[src/rtl/memory_arbiter32.sv]
// memory_io32_pkg + memory_arbiter32
//
// Two-requester arbiter in front of one single-ported 32-bit memory.
// port0 = instruction fetch, port1 = data load/store. port1 wins ties
// until it has taken max_burst consecutive grants while port0 was waiting;
// then port0 gets one grant. One request is issued per cycle and the
// single-cycle response is steered back to the port that issued it.
//
// Ports:
//   clk          system clock, rising edge
//   reset        asynchronous, active-low
//   port0_req    fetch request in          port0_ready  fetch accepted
//   port0_rsp    fetch response out
//   port1_req    data request in           port1_ready  data accepted
//   port1_rsp    data response out
//   mem_req      request to memory         mem_rsp      memory response,
//                                          one cycle after an op-bearing req

package memory_io32_pkg;
  typedef struct packed {
    logic        valid;
    logic [31:0] addr;
    logic [31:0] data;
    logic [3:0]  do_read;
    logic [3:0]  do_write;
    logic [3:0]  user_tag;
  } memory_io_req32;

  typedef struct packed {
    logic        valid;
    logic [31:0] data;
    logic [3:0]  user_tag;
  } memory_io_rsp32;

  localparam memory_io_req32 memory_io_no_req32 = '0;
  localparam memory_io_rsp32 memory_io_no_rsp32 = '0;
endpackage

module memory_arbiter32
  import memory_io32_pkg::*;
#(
  parameter int unsigned max_burst = 4,
  parameter int unsigned cnt_w     = $clog2(max_burst + 1)
) (
  input  logic           clk,
  input  logic           reset,
  input  memory_io_req32 port0_req,
  output logic           port0_ready,
  output memory_io_rsp32 port0_rsp,
  input  memory_io_req32 port1_req,
  output logic           port1_ready,
  output memory_io_rsp32 port1_rsp,
  output memory_io_req32 mem_req,
  input  memory_io_rsp32 mem_rsp
);

  localparam logic [cnt_w-1:0] BURST_MAX = cnt_w'(max_burst);

  logic [cnt_w-1:0] burst_cnt;
  logic             inflight_valid;
  logic             inflight_id;

  logic             v0, v1;
  logic             gnt0, gnt1;
  logic             has_op;
  memory_io_req32   sel_req;

  // Raw grant decision. Kept free of reset so the state flops never see the
  // async reset on their data path; outputs are gated separately below.
  always_comb begin
    v0      = port0_req.valid;
    v1      = port1_req.valid;
    gnt1    = v1 && (!v0 || (burst_cnt < BURST_MAX));
    gnt0    = v0 && !gnt1;
    sel_req = memory_io_no_req32;
    if (gnt1)      sel_req = port1_req;
    else if (gnt0) sel_req = port0_req;
    // no_req carries no op bits, so this is zero when nothing is granted
    has_op  = (|sel_req.do_read) || (|sel_req.do_write);
  end

  // Outputs are forced idle for as long as reset is held low.
  always_comb begin
    port0_ready = reset && gnt0;
    port1_ready = reset && gnt1;
    mem_req     = reset ? sel_req : memory_io_no_req32;
    port0_rsp   = memory_io_no_rsp32;
    port1_rsp   = memory_io_no_rsp32;
    // A response with nothing in flight is stale (e.g. across reset): drop it.
    if (reset && mem_rsp.valid && inflight_valid) begin
      if (inflight_id) port1_rsp = mem_rsp;
      else             port0_rsp = mem_rsp;
    end
  end

  always_ff @(posedge clk or negedge reset) begin
    if (!reset) begin
      burst_cnt      <= '0;
      inflight_valid <= 1'b0;
      inflight_id    <= 1'b0;
    end else begin
      // burst_cnt counts port1 wins that made a waiting port0 wait longer
      if (gnt1 && v0) begin
        if (burst_cnt != BURST_MAX) burst_cnt <= burst_cnt + 1'b1;
      end else if (gnt0 || !v0) begin
        burst_cnt <= '0;
      end
      // Memory answers exactly one cycle later, so one tracking slot,
      // rewritten every cycle, is enough for full throughput.
      inflight_valid <= has_op;
      if (has_op) inflight_id <= gnt1;
    end
  end

endmodule
[config.mk]
export PLATFORM = sky130hd
export DESIGN_NAME = memory_arbiter32
export DESIGN_NICKNAME = d
export VERILOG_FILES = /design/src/rtl/memory_arbiter32.sv
export SDC_FILE = /design/constraint.sdc
export NUM_CORES = 1
export LEC_CHECK = 0
export ABC_AREA = 1
export CORE_AREA = 2 2 135 137
export DETAILED_ROUTE_END_ITERATION = 7
export DIE_AREA = 0 0 137 139
export DONT_BUFFER_PORTS = 1
export GPL_ROUTABILITY_DRIVEN = 0
export HOLD_SLACK_MARGIN = 0.15
export PLACE_DENSITY = 0.3
export SYNTH_ARGS = -nofsm -noshare
export SYNTH_HDL_FRONTEND = slang
export SYNTH_SLANG_ARGS = --single-unit
[constraint.sdc]
create_clock -name clk -period 1.6 [get_ports clk]
set_clock_uncertainty 0.1 [all_clocks]
set_input_delay 0.32 -clock clk [delete_from_list [all_inputs] [get_ports clk]]
set_output_delay 0.32 -clock clk [all_outputs]
set_load 0.02 [all_outputs]
==> results of run 1 <==
[report_power, final]
part	total [mW]	switching, mW	internal [mW]
registers	0.137	0.00455	0.132
clock network	0.411	0.0814	0.330
logic	1.23	0.675	0.550
total	1.77	0.761	1.01
[placed cells by master, fill, tap and decap left out, types with 3 or more instances in the layout]
master / n
a22o_4: 57
buf_6: 51
a22o_2: 7
buf_4: 17
nor2_1: 8
nand3_1: 7
a22o_1: 4
a21oi_2: 5
inv_1: 43
clkbuf_16: 10
buf_12: 12
nand3_2: 3
dfrtp_1: 5
nor2_4: 74
buf_16: 15
nand2_1: 18
[registers in the layout (all words and copies together) (netlist names)]
signal / cells
inflight_id: 1
burst_cnt: 3
inflight_valid: 1
[path summary, 6_finish.rpt]
kind	startpoint	end	slack [ns]	cells past startpoint
setup / recovery	burst_cnt[2]$_DFFE_PN0P_	mem_req[73]	-0.32	7
min in group asynchronous	reset	inflight_valid$_DFF_PN0_	0.31	1
setup reg to reg	burst_cnt[2]$_DFFE_PN0P_	inflight_id$_DFFE_PN0P_	0.04	10
max in group asynchronous	reset	burst_cnt[0]$_DFFE_PN0P_	0.88	1
hold / removal	port0_req[76]	burst_cnt[1]$_DFFE_PN0P_	0.17	2
hold reg to reg	burst_cnt[0]$_DFFE_PN0P_	burst_cnt[0]$_DFFE_PN0P_	0.36	1
[per-stage QoR]
stage | cell area [sq um] | setup TNS [ns] | hold slack [ns] | utilization [%] | setup slack, ns
6_report | 4510 | -32.21 | 0.169 | 25.5 | -0.320
5_1_grt | 4510 | -41.53 | 0.191 | 25.5 | -0.367
4_1_cts | 4100 | -30.53 | 0.164 | 23.2 | -0.306
3_5_place_dp | 2550 | -4.63 | -0.0738 | 14.5 | -0.111
3_3_place_gp | 2550 | -2.44 | -0.0739 | 14.5 | -0.0823
2_1_floorplan | 1820 | -0.862 | -0.0756 | - | -0.0224
[worst max-delay path, cell delays in order, from the launching register on]
cell and delay [ns]:
dfrtp_1 0.36, nand2_2 0.09, nand2_4 0.09, nor2_4 0.17, buf_6 0.16, buf_12 0.13, a22o_1 0.15, buf_6 0.12
[final cells by class]
class	count	area (sq um)	area share, %
repair buffers	105	1570	34.8
multi-input cells	195	2240	49.8
flip-flops and latches	5	125	2.78
inverters	48	203	4.50
clock buffers	4	78.8	1.75
well taps	229	287	6.36
[timing repair]
action                                  in CTS  in global routing
buffers inserted                             9                  3
endpoints found under the hold margin        5                  0
endpoints found under the setup margin     153                154
pin swaps                                   14                 49
gates cloned                                17                  8
gates resized for setup                    231                 46
hold buffers                                 1                  0
[kinds of logic after synthesis]
family | Yosys count | synth area share (%)
AO/OA/AOI/OAI | 78 | 41.1
adder cells (fa/ha/maj) | 2 | 1.59
buffers and inverters | 70 | 19.5
flip-flops | 5 | 7.97
AND/OR/NAND/NOR | 115 | 29.8
[cell usage after synthesis, drive strengths merged]
library cell | count | area share, %
nor2 | 83 | 20
a22o | 68 | 38
inv | 48 | 11
nand2 | 20 | 5.1
buf | 16 | 6.5
nand3 | 11 | 3.8
a21oi | 7 | 2.2
clkbuf | 6 | 1.4
dfrtp | 5 | 8.0
o21ai | 3 | 0.96
ha | 2 | 1.6
nand4 | 1 | 0.40
[layer usage]
metal	GRT usage [%]	vias up	part of all wire [%]
li1	-	1092	-
met1	13.6	1234	34
met2	27.2	184	58
met3	2.38	16	6.3
met4	3.85	0	2.3
met5	0	-	0
==> out/metrics.yaml, run 1 <==
antenna_found_initial: 0
clk_pin_slew_worst_paths_ns: 0.03
fill_cells: 1854
synth_nets: 465
placed_cells: 546
max_freq_mhz: 521
grt_first_pass_wirelength_mm: 18.3
relSlewSlack_pct: 81.7
dr.pass1.iters: 4
coreArea_sq_um: 17700
start_util_pct: 8.89
ys_seq_area_share_pct: 7.97
crit_fanout: 5
finalMaxSlewViolations: 0
start_kind: "flip-flop"
clock_sinks: 5
dp_hpwl_mm: 9.86
fin_crit_sh_pct: 120
synth_area_sq_um: 1570
die_y_um: 139
synth_cell_types: 20
viasPerCell: 4.31
power.leakage_nw: 1.99
io_pins: 346
violations: "setup timing"
drt-total-wl_mm: 14.9
ys_warn_count: 0
power_mw: 1.77
fp-row-count: 49
overflow: 0
gr-usage-all-layers_pct: 13.5
hold_violations: 0
worstPathRequired_ns: 1.18
hold_class: "in2reg"
finalNonFillerCells: 586
rsz0062_at_grt: "true"
power-per-cell-area_nw_per_um2: 393
path_class: "reg2out"
clk_latency_ns: 0.23
dr.first_iter.drc_count: 73
antenna_cells: 0
fin_crit_ns: 1.92
grt_max_degree: 36
cts_max_path_buffers: 2
dieArea_sq_um: 19000
synthCells: 270
fp.dieW_um: 137
numCtsBuffers: 3
cts_tree: "done"
areaGrowthSynthToFinish_pct: 187
worstPathArrival_ns: 1.50
grt_pass1_vias: 2577
htree_num_levels: 1
fin_nets: 553
maxCapViolations: 0
worstMarginPinSlew_ns: 0.273
ir_worst_vdd_mv: 0.254
root_buffer: "clkbuf_16"
synth-seq-cells: 5
cp-end-kind: "output port"
io_buffer_count: 0
wl_per_cell_um: 25.4
synth_area_per_cell_sq_um: 5.81
drc: 0
finalSetupViolCount: 152
outcome: "complete, but fails checks"
dr_total_vias: 2526
antenna_left: 0
setup_ws_ns: -0.320
layout-drive-gt1-share_pct: 73.7
Power figures use the tool's default switching activity.
==> inputs of run 2 (changes only) <==
Settings changed: SLEW_MARGIN from default to 20.
==> results of run 2 <==
No change in the layout: final DEF, timing and power equal those of run 1.
==> inputs of run 3 (changes only) <==
Settings changed: HOLD_SLACK_MARGIN 0.15 to 0.1.
==> results of run 3 <==
No change in the layout: final DEF, timing and power equal those of run 1.
